## src/rtl/alu_pkg.sv

```systemverilog
// rtl/alu_pkg.sv - ALU op codes and ALUOp encodings shared by the issue stage and aluOps
package alu_pkg;

  localparam logic [3:0] ALU_AND     = 4'b0000;
  localparam logic [3:0] ALU_OR      = 4'b0001;
  localparam logic [3:0] ALU_ADD     = 4'b0010;
  localparam logic [3:0] ALU_SUB     = 4'b0110;
  localparam logic [3:0] ALU_ILLEGAL = 4'b1111;

  typedef enum logic [1:0] {
    ALUOP_MEM    = 2'b00,
    ALUOP_BRANCH = 2'b01,
    ALUOP_RTYPE  = 2'b10,
    ALUOP_ITYPE  = 2'b11
  } aluop_e;

  localparam logic [2:0] F3_ADD = 3'b000;
  localparam logic [2:0] F3_OR  = 3'b110;
  localparam logic [2:0] F3_AND = 3'b111;

endpackage

```

## src/rtl/alu_control.sv

```systemverilog
// rtl/alu_control.sv - combinational ALUOp/funct decode to 4-bit ALU op
module alu_control
  import alu_pkg::*;
(
  input  logic [1:0] aluop,
  input  logic [2:0] funct3,
  input  logic       funct7_b5,
  output logic [3:0] op,
  output logic       illegal
);

  always_comb begin
    op      = ALU_ILLEGAL;
    illegal = 1'b0;
    case (aluop)
      ALUOP_MEM:    op = ALU_ADD;
      ALUOP_BRANCH: op = ALU_SUB;
      default: begin
        case (funct3)
          // funct7 bit 5 only selects SUB for register-register forms
          F3_ADD:  op = (aluop == ALUOP_RTYPE && funct7_b5) ? ALU_SUB : ALU_ADD;
          F3_AND:  op = ALU_AND;
          F3_OR:   op = ALU_OR;
          default: illegal = 1'b1;
        endcase
      end
    endcase
  end

endmodule

```

## src/rtl/alu_issue_stage.sv

```systemverilog
// rtl/alu_issue_stage.sv - EX-stage issue front end: decode, operand select, forwarding, result tagging
module alu_issue_stage
  import alu_pkg::*;
#(
  parameter int DATA_W = 64,
  parameter int REG_AW = 5,
  parameter int IMM_W  = 12
) (
  input  logic              clock,
  input  logic              reset_n,
  input  logic              flush,
  input  logic              in_valid,
  output logic              in_ready,
  input  logic [1:0]        in_aluop,
  input  logic [2:0]        in_funct3,
  input  logic              in_funct7_b5,
  input  logic              in_alusrc,
  input  logic [REG_AW-1:0] in_rs1_idx,
  input  logic [REG_AW-1:0] in_rs2_idx,
  input  logic [DATA_W-1:0] in_rs1_data,
  input  logic [DATA_W-1:0] in_rs2_data,
  input  logic [IMM_W-1:0]  in_imm,
  input  logic [REG_AW-1:0] in_rd,
  input  logic              in_regwrite,
  output logic              alu_enable,
  output logic [3:0]        alu_op,
  output logic [DATA_W-1:0] alu_data1,
  output logic [DATA_W-1:0] alu_data2,
  input  logic [DATA_W-1:0] alu_result,
  input  logic              alu_zero,
  output logic              out_valid,
  input  logic              out_ready,
  output logic [DATA_W-1:0] out_result,
  output logic              out_zero,
  output logic [REG_AW-1:0] out_rd,
  output logic              out_regwrite,
  output logic              out_illegal
);

  logic [3:0]        dec_op;
  logic              dec_illegal;
  logic [DATA_W-1:0] imm_ext;

  logic              e1_v, e1_illegal, e1_alusrc, e1_regwrite;
  logic [3:0]        e1_op;
  logic [REG_AW-1:0] e1_rs1_idx, e1_rs2_idx, e1_rd;
  logic [DATA_W-1:0] e1_rs1_data, e1_op2;

  logic              e2_v, e2_regwrite, e2_illegal;
  logic [REG_AW-1:0] e2_rd;

  logic              w_v, w_regwrite;
  logic [REG_AW-1:0] w_rd;
  logic [DATA_W-1:0] w_result;

  logic              advance, accept, retire;
  logic              e2_hit1, e2_hit2, w_hit1, w_hit2;
  logic [DATA_W-1:0] opnd1, opnd2;

  alu_control u_alu_control (
    .aluop     (in_aluop),
    .funct3    (in_funct3),
    .funct7_b5 (in_funct7_b5),
    .op        (dec_op),
    .illegal   (dec_illegal)
  );

  assign imm_ext = {{(DATA_W-IMM_W){in_imm[IMM_W-1]}}, in_imm};

  assign advance  = e1_v && (!e2_v || out_ready);
  assign in_ready = !e1_v || advance;
  assign accept   = in_valid && in_ready && !flush;
  assign retire   = e2_v && out_ready;

  // E2's result is the live ALU output; W holds the most recently retired write
  assign e2_hit1 = e2_v && e2_regwrite && (e1_rs1_idx != '0) && (e2_rd == e1_rs1_idx);
  assign w_hit1  = w_v && w_regwrite && (e1_rs1_idx != '0) && (w_rd == e1_rs1_idx);
  assign e2_hit2 = e2_v && e2_regwrite && (e1_rs2_idx != '0) && (e2_rd == e1_rs2_idx);
  assign w_hit2  = w_v && w_regwrite && (e1_rs2_idx != '0) && (w_rd == e1_rs2_idx);

  always_comb begin
    opnd1 = e1_rs1_data;
    if (e2_hit1)     opnd1 = alu_result;
    else if (w_hit1) opnd1 = w_result;
    opnd2 = e1_op2;
    if (!e1_alusrc) begin
      if (e2_hit2)     opnd2 = alu_result;
      else if (w_hit2) opnd2 = w_result;
    end
  end

  assign alu_enable   = advance;
  assign alu_op       = e1_v ? e1_op : ALU_ILLEGAL;
  assign alu_data1    = e1_v ? opnd1 : '0;
  assign alu_data2    = e1_v ? opnd2 : '0;

  assign out_valid    = e2_v;
  assign out_result   = alu_result;
  assign out_zero     = alu_zero;
  assign out_rd       = e2_rd;
  assign out_regwrite = e2_regwrite;
  assign out_illegal  = e2_illegal;

  always_ff @(posedge clock or negedge reset_n) begin
    if (!reset_n) begin
      e1_v        <= 1'b0;
      e1_op       <= ALU_ILLEGAL;
      e1_illegal  <= 1'b0;
      e1_alusrc   <= 1'b0;
      e1_regwrite <= 1'b0;
      e1_rs1_idx  <= '0;
      e1_rs2_idx  <= '0;
      e1_rd       <= '0;
      e1_rs1_data <= '0;
      e1_op2      <= '0;
      e2_v        <= 1'b0;
      e2_regwrite <= 1'b0;
      e2_illegal  <= 1'b0;
      e2_rd       <= '0;
      w_v         <= 1'b0;
      w_regwrite  <= 1'b0;
      w_rd        <= '0;
      w_result    <= '0;
    end else begin
      if (flush) begin
        e1_v <= 1'b0;
      end else if (accept) begin
        e1_v        <= 1'b1;
        e1_op       <= dec_op;
        e1_illegal  <= dec_illegal;
        e1_alusrc   <= in_alusrc;
        e1_regwrite <= in_regwrite;
        e1_rs1_idx  <= in_rs1_idx;
        e1_rs2_idx  <= in_rs2_idx;
        e1_rd       <= in_rd;
        e1_rs1_data <= in_rs1_data;
        e1_op2      <= in_alusrc ? imm_ext : in_rs2_data;
      end else if (advance) begin
        e1_v <= 1'b0;
      end

      if (flush) begin
        e2_v <= 1'b0;
      end else if (advance) begin
        e2_v        <= 1'b1;
        e2_rd       <= e1_rd;
        e2_regwrite <= e1_regwrite;
        e2_illegal  <= e1_illegal;
      end else if (retire) begin
        e2_v <= 1'b0;
      end

      if (flush) begin
        w_v <= 1'b0;
      end else if (retire) begin
        w_v        <= 1'b1;
        w_rd       <= e2_rd;
        w_regwrite <= e2_regwrite;
        w_result   <= alu_result;
      end
    end
  end

endmodule

```

## config.mk

```make
export PLATFORM = sky130hd
export DESIGN_NAME = alu_issue_stage
export DESIGN_NICKNAME = d
export VERILOG_FILES = /design/src/rtl/alu_pkg.sv /design/src/rtl/alu_control.sv /design/src/rtl/alu_issue_stage.sv
export SDC_FILE = /design/constraint.sdc
export NUM_CORES = 1
export LEC_CHECK = 0
export CAP_MARGIN = 15
export CORE_MARGIN = 2
export CORE_UTILIZATION = 42
export CTS_CLUSTER_SIZE = 14
export DETAILED_ROUTE_END_ITERATION = 6
export DONT_BUFFER_PORTS = 1
export GPL_ROUTABILITY_DRIVEN = 0
export HOLD_SLACK_MARGIN = 0.08
export PLACE_DENSITY = 0.53
export SKIP_CTS_REPAIR_TIMING = 1
export SYNTH_ARGS = -nofsm -noshare
export SYNTH_HDL_FRONTEND = slang
export SYNTH_SLANG_ARGS = --single-unit
```

## constraint.sdc

```tcl
create_clock -name clock -period 3.9 [get_ports clock]
set_clock_uncertainty 0.2 [all_clocks]
set_input_delay 0.39 -clock clock [delete_from_list [all_inputs] [get_ports clock]]
set_output_delay 0.39 -clock clock [all_outputs]
set_load 0.05 [all_outputs]
```

==> flow_summary.yaml, run 1 <==
synthesis:
  synthDistinctLibCells: 41
  yosysWarnings: 0
  syn-cell-area_um2: 13100
  post_synth_inst_count: 1358
  yosysSeqAreaShare: 0.441
  synth_nets: 1591
  ys_ff_latch: 230
  avgSynthCellArea_um2: 9.61
cells_and_area:
  drive_gt1_frac: 0.266
  fin_cells: 2011
  multi_input_area_um2: 6220
  fin_nets: 1828
  post-route-util: 0.557
  nFillCells: 2692
  regArea_um2: 5760
  antenna_cells: 0
  syn_to_final_growth_pct: 30.6
global_routing:
  gr-usage-all-layers: 0.249
  antenna_found_initial: 0
  grt_pass1_vias: 10600
  grt_overflow: 0
  grt_pass1_wl_mm: 64.4
  grt_max_degree: 231
timing:
  finalHoldViolCount: 230
  max_slew.worst_pin.slew_ns: 0.954
  clock.fmax_ghz: 0.267
  slew_headroom: 0.364
  setup_tns_ns: 0
  period_minus_slack_ns: 3.75
  setup_violations: 0
  final_max_slew_viol_count: 0
  finalCritPeriodShare: 0.961
  hold_ws_ns: -0.652
  rsz0062_at_grt: "false"
clock_network:
  numCtsBuffers: 28
  clk_pin_slew_ns: 0.06
  clockBufferDepth: 3
  cts_tree: "yes"
  cts_max_level: 1
  clock_sinks: 230
  root_buffer: "clkbuf_16"
  clk_latency_ns: 0.54
drt:
  drtPass1Iterations: 7
  drtIter0Drc: 794
  ant_nets: 0
  drc: 0
  routed_wl_mm: 44.2
  vias: 11600
  wl_per_cell_um: 22.0
  vias_per_cell: 5.75
run_status:
  violations: "hold timing"
  outcome: "finished, violations left"
worst_setup_path:
  path_class: "flip-flop to output port"
  crit_arrival_ns: 3.16
  r2r_end: "e1_op[0]"
  start_kind: "flip-flop"
  crit_fanout: 27
  ff2ff_setup_slack_ns: 0.48
  end_kind: "output port"
  r2r_cells: 8
  timing.rr.start: "out_valid"
  required_ns: 3.31
power_and_ir_drop:
  p_total_mw: 7.63
  power_density_nw_per_um2: 447
  power_leakage_nw: 7.10
  vdd_drop_max_mv: 0.346
floorplan:
  start_util: 0.427
  ioPinCount: 440
  die_h_um: 180
  die_w_um: 180
  core_area_um2: 30600
  placementRows: 64
  die_area_um2: 32500
run:
  drv_cap: 0
place:
  portBuffers: 0
  hpwl_mm: 26.8
  placed_cells: 1731
worst_hold_path:
  hp-class: "primary input to asynchronous set/reset pin"
-- layout make-up --
| class | count | share of cell area |
|---|---|---|
| Sequential cell | 230 | 0.338 |
| Clock inverter | 4 | 0.00264 |
| Clock buffer | 46 | 0.0498 |
| Timing Repair Buffer | 391 | 0.213 |
| Multi-Input combinational cell | 937 | 0.365 |
| Inverter | 7 | 0.00169 |
| Tap cell | 396 | 0.0291 |
-- per-layer routing --
| metal | routed length, µm | track usage | up-vias |
|---|---|---|---|
| li1 | - | - | 5264 |
| met1 | 18000 | 0.312 | 5713 |
| met2 | 21900 | 0.419 | 518 |
| met3 | 3080 | 0.0627 | 76 |
| met4 | 1280 | 0.0861 | 0 |
| met5 | 0 | 0 | - |
-- through the flow --
step	cell area, µm²	worst slack (ns)	hold slack, ns
global route	17000	0.00685	-0.668
global placement	13800	0.776	-0.0986
CTS	14700	0.140	-0.670
detailed placement	13800	0.727	-0.0975
finish	17000	0.152	-0.652
floorplan	13100	0.603	-0.106
-- layout by cell type, fill, tap and decap left out, types with 4 or more instances in the layout --
master / count
o221ai_1: 4
buf_4: 151
dfrtp_1: 225
buf_12: 10
mux2_2: 154
a31oi_1: 128
xnor2_1: 8
xor2_1: 9
nor2_1: 6
clkbuf_16: 29
mux2i_1: 11
nand2_1: 329
dlygate4sd3_1: 230
a21oi_1: 56
nor4_1: 4
clkbuf_8: 6
o21ai_0: 135
dfstp_2: 4
o221ai_2: 60
clkbuf_1: 11
inv_1: 5
nand2b_1: 5
-- worst max-delay path, cell delays in order (launching register included) --
cell and delay [ns]:
dfrtp_1 0.42, or4_2 0.67, nor2_1 0.24, or4b_4 0.20, buf_4 0.42, o221ai_1 0.21, a31oi_1 0.23, buf_4 0.23
-- registers in the layout (all words and copies together), names as in the netlist --
name / count
e1_rs2_idx: 5
w_rd: 5
e1_op2: 64
e1_op: 4
w_v: 1
e1_regwrite: 1
out_illegal: 1
out_rd: 5
e1_illegal: 1
w_result: 64
e1_alusrc: 1
e1_rs1_data: 64
out_valid: 1
out_regwrite: 1
e1_rs1_idx: 5
w_regwrite: 1
e1_rd: 5
e1_v: 1
-- logic make-up (layout without fill, tap and decap cells) --
kind of cell / after synthesis / in the layout / share of synthesized area
and+or+nand+nor: 363 / 363 / 0.110
DFF: 230 / 230 / 0.441
buffers and inverters: 191 / 448 / 0.0834
xor gates and xnor gates: 17 / 17 / 0.0114
AOI/OAI and AO/OA: 392 / 392 / 0.212
muxes: 165 / 165 / 0.141
-- power by group --
part           internal, mW  switching [mW]
Combinational         0.818            1.00
Clock                  1.54            1.02
Sequential             2.84           0.412
-- synth_stat cells --
master    count  area (µm²)
nand2_1     329        1230
dfrtp_1     226        5660
mux2_2      154        1730
o21ai_0     135         676
a31oi_1     128         801
clkbuf_1     90         338
buf_4        65         488
o221ai_2     60         901
a21oi_1      56         280
buf_2        18        90.1
mux2i_1      11         110
xor2_1        9        78.8
xnor2_1       8        70.1
buf_12        6         120
nor2_1        6        22.5
inv_1         5        18.8
nand2b_1      5        31.3
buf_1         4        15.0
dfstp_2       4         105
nor4_1        4        25.0
o221ai_1      4        35.0
a21o_1        3        22.5
nand3_1       3        15.0
nor2b_1       3        18.8
and3_1        2        12.5
inv_2         2        7.51
nand3b_1      2        15.0
nand4_1       2        12.5
o31ai_1       2        15.0
a211oi_1      1        7.51
a222oi_1      1        10.0
a311oi_1      1        8.76
and2_1        1        6.26
buf_6         1        11.3
nor2_2        1        6.26
nor3_1        1        5.00
o2111a_1      1        11.3
or3_1         1        6.26
or4_2         1        8.76
or4_4         1        11.3
or4b_1        1        10.0
-- worst max path at each step --
stage,startpoint,depth (start not counted),endpoint,slack (ns)
4_1_cts,e1_rs2_idx[1],7,alu_data2[62],0.14
5_1_grt,e1_rs2_idx[1],7,alu_data2[62],0.007
3_3_place_gp,e1_rs2_idx[1],7,alu_data2[63],0.78
6_report,e1_rs2_idx[1],7,alu_data2[62],0.15
2_1_floorplan,out_rd[3],6,alu_data2[10],0.60
3_5_place_dp,e1_rs2_idx[1],7,alu_data2[62],0.73
No activity file was read; power rests on OpenSTA's default activity.
==> run 2, diff against run 1 <==
--- a/config.mk
+++ b/config.mk
@@ -6,14 +6,16 @@
 export NUM_CORES = 1
 export LEC_CHECK = 0
 export CAP_MARGIN = 15
+export CELL_PAD_IN_SITES_DETAIL_PLACEMENT = 2
+export CELL_PAD_IN_SITES_GLOBAL_PLACEMENT = 2
 export CORE_MARGIN = 2
-export CORE_UTILIZATION = 42
+export CORE_UTILIZATION = 41
 export CTS_CLUSTER_SIZE = 14
 export DETAILED_ROUTE_END_ITERATION = 6
 export DONT_BUFFER_PORTS = 1
 export GPL_ROUTABILITY_DRIVEN = 0
 export HOLD_SLACK_MARGIN = 0.08
-export PLACE_DENSITY = 0.53
+export PLACE_DENSITY = 0.83
 export SKIP_CTS_REPAIR_TIMING = 1
 export SYNTH_ARGS = -nofsm -noshare
 export SYNTH_HDL_FRONTEND = slang
==> run 2 against run 1 <==
Compared with the run above: the flow finishes with violations (hold timing, setup timing); worst hold slack got worse by 0.020 ns; critical path type unchanged; flip-flop and latch count unchanged; clock power grew 7%; non-clock buffer count is 5 higher.
==> flow_summary.yaml, run 2 (synthesized netlist as in run 1, its figures left out) <==
run_status:
  outcome: "finished, violations left"
  violations: "hold timing, setup timing"
clock_network:
  root_buffer: "clkbuf_16"
  clock_sinks: 230
  numCtsBuffers: 29
  cts_max_level: 1
  clk_latency_ns: 0.56
  clk_pin_slew_ns: 0.06
  clockBufferDepth: 3
  cts_tree: "yes"
worst_hold_path:
  hp-class: "primary input to asynchronous set/reset pin"
timing:
  setup_ws_ns: -0.201
  slew_headroom: 0.284
  finalHoldViolCount: 230
  finalCritPeriodShare: 1.05
  setup_tns_ns: -0.448
  clock.fmax_ghz: 0.244
  max_slew.worst_pin.slew_ns: 1.07
  setup_violations: 5
  final_max_slew_viol_count: 0
  period_minus_slack_ns: 4.10
  hold_ws_ns: -0.672
cells_and_area:
  syn_to_final_growth_pct: 31.6
  post-route-util: 0.546
  fin_nets: 1834
  layout_commonest_cell: "nand2_1"
  fin_cells: 2037
  final_cell_mix: "nand2_1, dlygate4sd3_1, dfrtp_1, buf_4, mux2_2"
  drive_gt1_frac: 0.274
  design_area_um2: 17200
  top_regs: "e1_op2: 64 flops, e1_rs1_data: 64 flops, w_result: 64 flops"
global_routing:
  grt_overflow: 0
  grt_max_degree: 231
  gr-usage-all-layers: 0.300
  grt_pass1_vias: 12900
  grt_pass1_wl_mm: 77.6
  antenna_found_initial: 9
run:
  drv_cap: 0
drt:
  drtPass1Iterations: 5
  wl_per_cell_um: 35.4
  drc: 0
  vias: 13400
  vias_per_cell: 6.60
  routed_wl_mm: 72.1
  drtIter0Drc: 1141
  ant_nets: 0
worst_setup_path:
  cpMostUsedCell: "buf_4"
  end_kind: "output port"
  path_class: "flip-flop to output port"
  crit_path_max_incr_delay_ns: 0.48
  crit_arrival_ns: 3.51
  crit_chain: "nor4_1, nand2_1, nand4_1, buf_4, buf_4, o21ai_0, a31oi_1, buf_4"
  crit_fanout: 34
  start_kind: "flip-flop"
  cp_num_buf_inv: 3
  slowest_stage: "dfrtp_1"
  required_ns: 3.31
  path_delay_family: "buffers and inverters"
floorplan:
  placementRows: 65
  core_area_um2: 31500
  start_util: 0.415
  ioPinCount: 440
  die_w_um: 182
  die_area_um2: 33300
  die_h_um: 182
place:
  portBuffers: 0
  hpwl_mm: 33.0
  placed_cell_area_um2: 13900
  place_ws_ns: 0.561
  placed_cells: 1741
power_and_ir_drop:
  power_leakage_nw: 7.14
  p_total_mw: 8.26
  power_density_nw_per_um2: 481
  vdd_drop_max_mv: 0.391
[run 2: cell count changes in the layout (fill, tap and decap cells not counted), sizes merged]
cell and change:
buf +4, clkinvlp +1, clkinv -1, clkbuf +3
inv +2, bufinv -1, diode +12
[run 2: layout make-up]
cell class                 instances  area [µm²]
fill                            3085       14300
multi-input combinational        937        6240
sequential                       230        5770
timing repair buffer             396        3680
clock buffer                      48         887
tap                              402         503
clock inverter                     5        35.0
antenna                           12        30.0
inverter                           7        28.8
[run 2: report_power, final]
part	total (mW)	switching [mW]	internal [mW]	leakage, nW
combinational	2.11	1.28	0.825	3.90
clock	2.73	1.19	1.54	0.451
sequential	3.42	0.580	2.84	2.78
[run 2: per-layer routing]
layer  wire length [µm]  GRT usage  up-vias
met4               5090      0.135        0
met3               4390     0.0679      345
li1                   -          -     5288
met5                  0          0        -
met1              25500      0.335     6928
met2              37200      0.546      877
[run 2: worst paths after layout]
path                          startpoint         endpoint  slack [ns]  cells past startpoint
min                              reset_n  e1_rs1_data[60]       -0.67                      0
max reg2reg                    out_valid         e1_op[0]        0.03                      8
max                        e1_rs1_idx[1]    alu_data1[41]       -0.20                      8
min in group clock             in_alusrc        e1_alusrc        0.21                      2
min reg2reg                   e1_illegal       e1_illegal        0.28                      1
max in group asynchronous        reset_n  e1_rs1_data[11]        3.53                      0
